## src/rtl/register_file.sv

```systemverilog
// 32-entry register file: two combinational mux32 read ports, one write port, sequential clear engine.
// Optional write-through forwarding is enabled by defining REGFILE_BYPASS_EN.

module mux32 #(
  parameter int W = 32
) (
  input  logic [31:0][W-1:0] din,
  input  logic [4:0]         sel,
  output logic [W-1:0]       dout
);
  assign dout = din[sel];
endmodule

module register_file #(
  parameter int N = 32
) (
  input  logic         clk,
  input  logic         rst,
  input  logic         wr_ena,
  input  logic [4:0]   wr_addr,
  input  logic [N-1:0] wr_data,
  input  logic [4:0]   rd_addr0,
  output logic [N-1:0] rd_data0,
  input  logic [4:0]   rd_addr1,
  output logic [N-1:0] rd_data1,
  input  logic         clr_req,
  output logic         busy
);

  typedef enum logic {IDLE, CLEAR} state_t;

  state_t              state;
  logic [4:0]          clr_idx;
  logic [N-1:0]        regs [1:31];
  logic [31:0][N-1:0]  mux_in;
  logic [N-1:0]        mux_out0;
  logic [N-1:0]        mux_out1;
  logic                wr_go;

  assign wr_go = wr_ena && !busy && (wr_addr != 5'd0);

  // NOTE: state uses non-blocking assignments only, so every register sees
  // pre-edge values regardless of statement order inside the block.
  // NOTE: the storage array is reset explicitly because reset must zero the
  // architectural contents, not just the control state.
  always_ff @(posedge clk or negedge rst) begin
    if (!rst) begin
      state   <= IDLE;
      clr_idx <= '0;
      busy    <= 1'b0;
      for (int i = 1; i < 32; i++) regs[i] <= '0;
    end else begin
      for (int i = 1; i < 32; i++) begin
        if (state == IDLE && wr_go && wr_addr == 5'(i)) regs[i] <= wr_data;
        if (state == CLEAR && clr_idx == 5'(i))         regs[i] <= '0;
      end

      case (state)
        IDLE: begin
          if (clr_req) begin
            state   <= CLEAR;
            clr_idx <= 5'd1;
            busy    <= 1'b1;
          end
        end
        CLEAR: begin
          // The 5-bit index wraps 31 -> 0 as the engine leaves CLEAR.
          clr_idx <= clr_idx + 5'd1;
          if (clr_idx == 5'd31) begin
            state <= IDLE;
            busy  <= 1'b0;
          end
        end
        default: state <= IDLE;
      endcase
    end
  end

  // NOTE: every always_comb output gets a value on every path, so no latch
  // can be inferred.
  always_comb begin
    mux_in[0] = '0;
    for (int i = 1; i < 32; i++) mux_in[i] = regs[i];
  end

  mux32 #(.W(N)) u_rd_mux0 (.din(mux_in), .sel(rd_addr0), .dout(mux_out0));
  mux32 #(.W(N)) u_rd_mux1 (.din(mux_in), .sel(rd_addr1), .dout(mux_out1));

`ifdef REGFILE_BYPASS_EN
  assign rd_data0 = (wr_go && rd_addr0 == wr_addr) ? wr_data : mux_out0;
  assign rd_data1 = (wr_go && rd_addr1 == wr_addr) ? wr_data : mux_out1;
`else
  assign rd_data0 = mux_out0;
  assign rd_data1 = mux_out1;
`endif

endmodule
```

## config.mk

```make
export PLATFORM = sky130hd
export DESIGN_NAME = register_file
export DESIGN_NICKNAME = d
export VERILOG_FILES = /design/src/rtl/register_file.sv
export SDC_FILE = /design/constraint.sdc
export NUM_CORES = 2
export LEC_CHECK = 0
export CORE_ASPECT_RATIO = 0.75
export CORE_MARGIN = 2
export CORE_UTILIZATION = 50
export CTS_BUF_LIST = sky130_fd_sc_hd__clkbuf_4 sky130_fd_sc_hd__clkbuf_8 sky130_fd_sc_hd__clkbuf_16
export CTS_CLUSTER_DIAMETER = 150
export DETAILED_ROUTE_END_ITERATION = 10
export PLACE_DENSITY_LB_ADDON = 0.12
export SETUP_SLACK_MARGIN = 0.4
export SLEW_MARGIN = 20
export SYNTH_ARGS = -nofsm -noshare
export SYNTH_HDL_FRONTEND = slang
export SYNTH_SLANG_ARGS = --single-unit
export TNS_END_PERCENT = 10
```

## constraint.sdc

```tcl
create_clock -name clk -period 2.6 [get_ports clk]
set_input_delay 0.52 -clock clk [delete_from_list [all_inputs] [get_ports clk]]
set_output_delay 0.52 -clock clk [all_outputs]
set_load 0.01 [all_outputs]
```

==> flow_summary.json <==
{
  "critPathKind": "reg -> out",
  "slew_violations": 0,
  "slew_headroom_pct": 56.7,
  "die-height_um": 294,
  "syn_area_per_cell_um2": 9.94,
  "grt_max_degree": 70,
  "p_total_w": 0.0391,
  "insertion_delay_ps": 730,
  "yosysTopAreaCellShare_pct": 44.6,
  "drt_pre_antenna_iters": 6,
  "worstSetupEndpointType": "primary output",
  "route.detailed.drc": 0,
  "fin_nets": 5964,
  "ys_async_sr_fraction_pct": 100,
  "io_pins": 116,
  "rows": 106,
  "hpwl_mm": 145,
  "ys_types": 40,
  "cts_tree": "done",
  "yosysTopAreaCell": "dfrtp_1",
  "fin_skew_ps": 22.2,
  "layout-drive-gt1-share_pct": 26.8,
  "root_buffer": "clkbuf_16",
  "ys_ff_latch": 999,
  "ys_top_cells_by_count": "1739 x nand2_1, 999 x dfrtp_1, 866 x a21oi_1",
  "grt_pass1_vias": 49700,
  "wirelength_mm": 230,
  "cts.sinks": 999,
  "hold_ws_ps": 365,
  "drv_cap": 0,
  "fillCellCount": 9130,
  "gp_congestion": 0.932,
  "fin_crit_sh_pct": 117,
  "place_inst": 7234,
  "finalSetupViolations": 64,
  "detail-route-antenna-nets": 0,
  "outcome": "finished with violations",
  "routedWlPerCell_um": 30.8,
  "chipWidth_um": 391,
  "cts.clk_slew.worst_paths_ps": 60,
  "path_max_fanout": 2,
  "synth_compound_area_share_pct": 15.8,
  "yosys.area_share.simple_pct": 14.2,
  "p_leak_nw": 29.5,
  "dr_total_vias": 50400,
  "power_density_nw_per_um2": 566,
  "synthTopCellsByArea": "dfrtp_1 45%, mux4_2 15%, nand2_1 12%",
  "start_util_pct": 50.4,
  "synthMuxAreaShare_pct": 20.1,
  "cp-start-kind": "register",
  "antenna_found_initial": 5,
  "yosysSeqAreaShare_pct": 44.6,
  "coreArea_um2": 111000,
  "synth-edff-count": 0,
  "syn_nets": 5703,
  "synthCells": 5646,
  "clockBufferDepth": 3,
  "crit_arrival_ps": 2530,
  "numCtsBuffers": 103,
  "hold_path_class": "in -> async",
  "fin_util_pct": 61.9,
  "netlist_area_um2": 56100,
  "layout_setup_ws_ps": -448,
  "synthFlopType": "dfrtp_1",
  "crit_required_ps": 2080,
  "fmax_mhz": 328,
  "vias_per_cell": 6.77,
  "synth_fa_ha_area_share_pct": 0.134,
  "final_cells": 7449,
  "grt_pass1_wl_mm": 338,
  "finalCriticalPeriod_ps": 3050,
  "gr-total-overflow": 0,
  "ctsHtreeMaxLevel": 3,
  "dieArea_um2": 115000,
  "synth_top_family_by_area": "multiplexers",
  "port_buffers": 115,
  "max_slew.worst_pin.slew_ps": 650,
  "yosysMostFrequentCell": "nand2_1",
  "drt_iter0_markers": 6616,
  "design_area_um2": 69000,
  "synth_xor_area_share_pct": 0,
  "hold_viol": 0,
  "track_usage_pct": 40.0,
  "rsz0062_at_grt": "yes",
  "synth-warning-count": 0,
  "peakVddDrop_mv": 0.524,
  "area_growth_syn_to_layout_pct": 22.9,
  "placed_cell_area_um2": 64200,
  "failed_checks": "setup timing"
}
registers in the layout, indices dropped and copies added (netlist names):
name     count
clr_idx      5
busy         1
state        1
mux_in     992
layer usage:
layer | GRT usage (%) | share of wire [%] | up-vias
li1 | - | - | 20600
met1 | 55.9 | 38 | 25300
met2 | 56.9 | 42 | 3735
met3 | 12.0 | 14 | 731
met4 | 19.5 | 5.7 | 2
met5 | 0.507 | 0.020 | -
critical path, stage by stage, from the launching register on:
cell and delay (ps):
dfrtp_1 390, buf_6 120, mux4_2 460, a22o_4 290, o21ai_4 200, buf_6 140
o31ai_4 70, buf_2 160
power by group:
part	total [W]	switching [W]	internal [W]	leakage [nW]
Clock	0.0160	0.00670	0.00933	1.82
Sequential	0.0164	0.000423	0.0160	13.9
Combinational	0.00659	0.00426	0.00234	13.8
final cells by class:
| class | instances | area, um^2 | area share [%] |
|---|---|---|---|
| antenna | 3 | 7.51 | 0.0109 |
| clock buffer | 157 | 3190 | 4.63 |
| clock inverter | 29 | 397 | 0.575 |
| inverter | 8 | 30.0 | 0.0435 |
| multi-input combinational | 4042 | 29900 | 43.4 |
| sequential | 999 | 25000 | 36.3 |
| tap | 1458 | 1820 | 2.65 |
| timing repair buffer | 753 | 8590 | 12.5 |
repair_timing:
item                                   4_1_cts  5_1_grt
hold buffers                                 1        0
setup endpoints to repair                   65       98
gates resized for setup                    360       62
endpoints found under the hold margin       14        0
gates cloned                                 2        1
buffers inserted                            13        9
pin swaps                                   61       42
path summary, 6_finish.rpt:
| kind | startpoint | end | slack (ps) | depth (start not counted) |
|---|---|---|---|---|
| min | rst | mux_in[252]$_DFFE_PN0P_ | 360 | 2 |
| min reg2reg | mux_in[268]$_DFFE_PN0P_ | mux_in[268]$_DFFE_PN0P_ | 520 | 1 |
| max in group asynchronous | rst | mux_in[721]$_DFFE_PN0P_ | 1230 | 3 |
| min in group clk | mux_in[268]$_DFFE_PN0P_ | mux_in[268]$_DFFE_PN0P_ | 520 | 1 |
| max | mux_in[897]$_DFFE_PN0P_ | rd_data1[1] | -450 | 7 |
| max reg2reg | busy$_DFFE_PN0P_ | mux_in[171]$_DFFE_PN0P_ | 470 | 6 |
through the flow:
stage / TNS [ps] / setup WS [ps]
final: -22430 / -448
after global routing: -24930 / -477
after CTS: -26400 / -489
after detailed placement: -71170 / -936
after global placement: -63350 / -952
after floorplan: 0 / 221
cells in the final DEF, fill, tap and decap left out, types with 34 or more instances in the layout:
| cell type | count |
|---|---|
| clkbuf_16 | 106 |
| a21oi_1 | 866 |
| nand2_1 | 1739 |
| a22o_4 | 34 |
| and2_1 | 62 |
| o22ai_1 | 66 |
| dfrtp_1 | 998 |
| a22o_1 | 286 |
| buf_12 | 203 |
| mux4_2 | 384 |
| clkdlybuf4s50_1 | 39 |
| mux2i_1 | 190 |
| buf_4 | 398 |
| buf_2 | 41 |
| o31ai_2 | 46 |
| a211oi_1 | 52 |
| buf_6 | 34 |
| mux2_2 | 64 |
logic make-up after synthesis:
group	count (synthesis)
DFF	999
and+or+nand+nor	1944
muxes	641
AOI/OAI and AO/OA	1451
adders and majority gates	6
buffers and inverters	605
No activity file was read; power rests on OpenSTA's default activity.
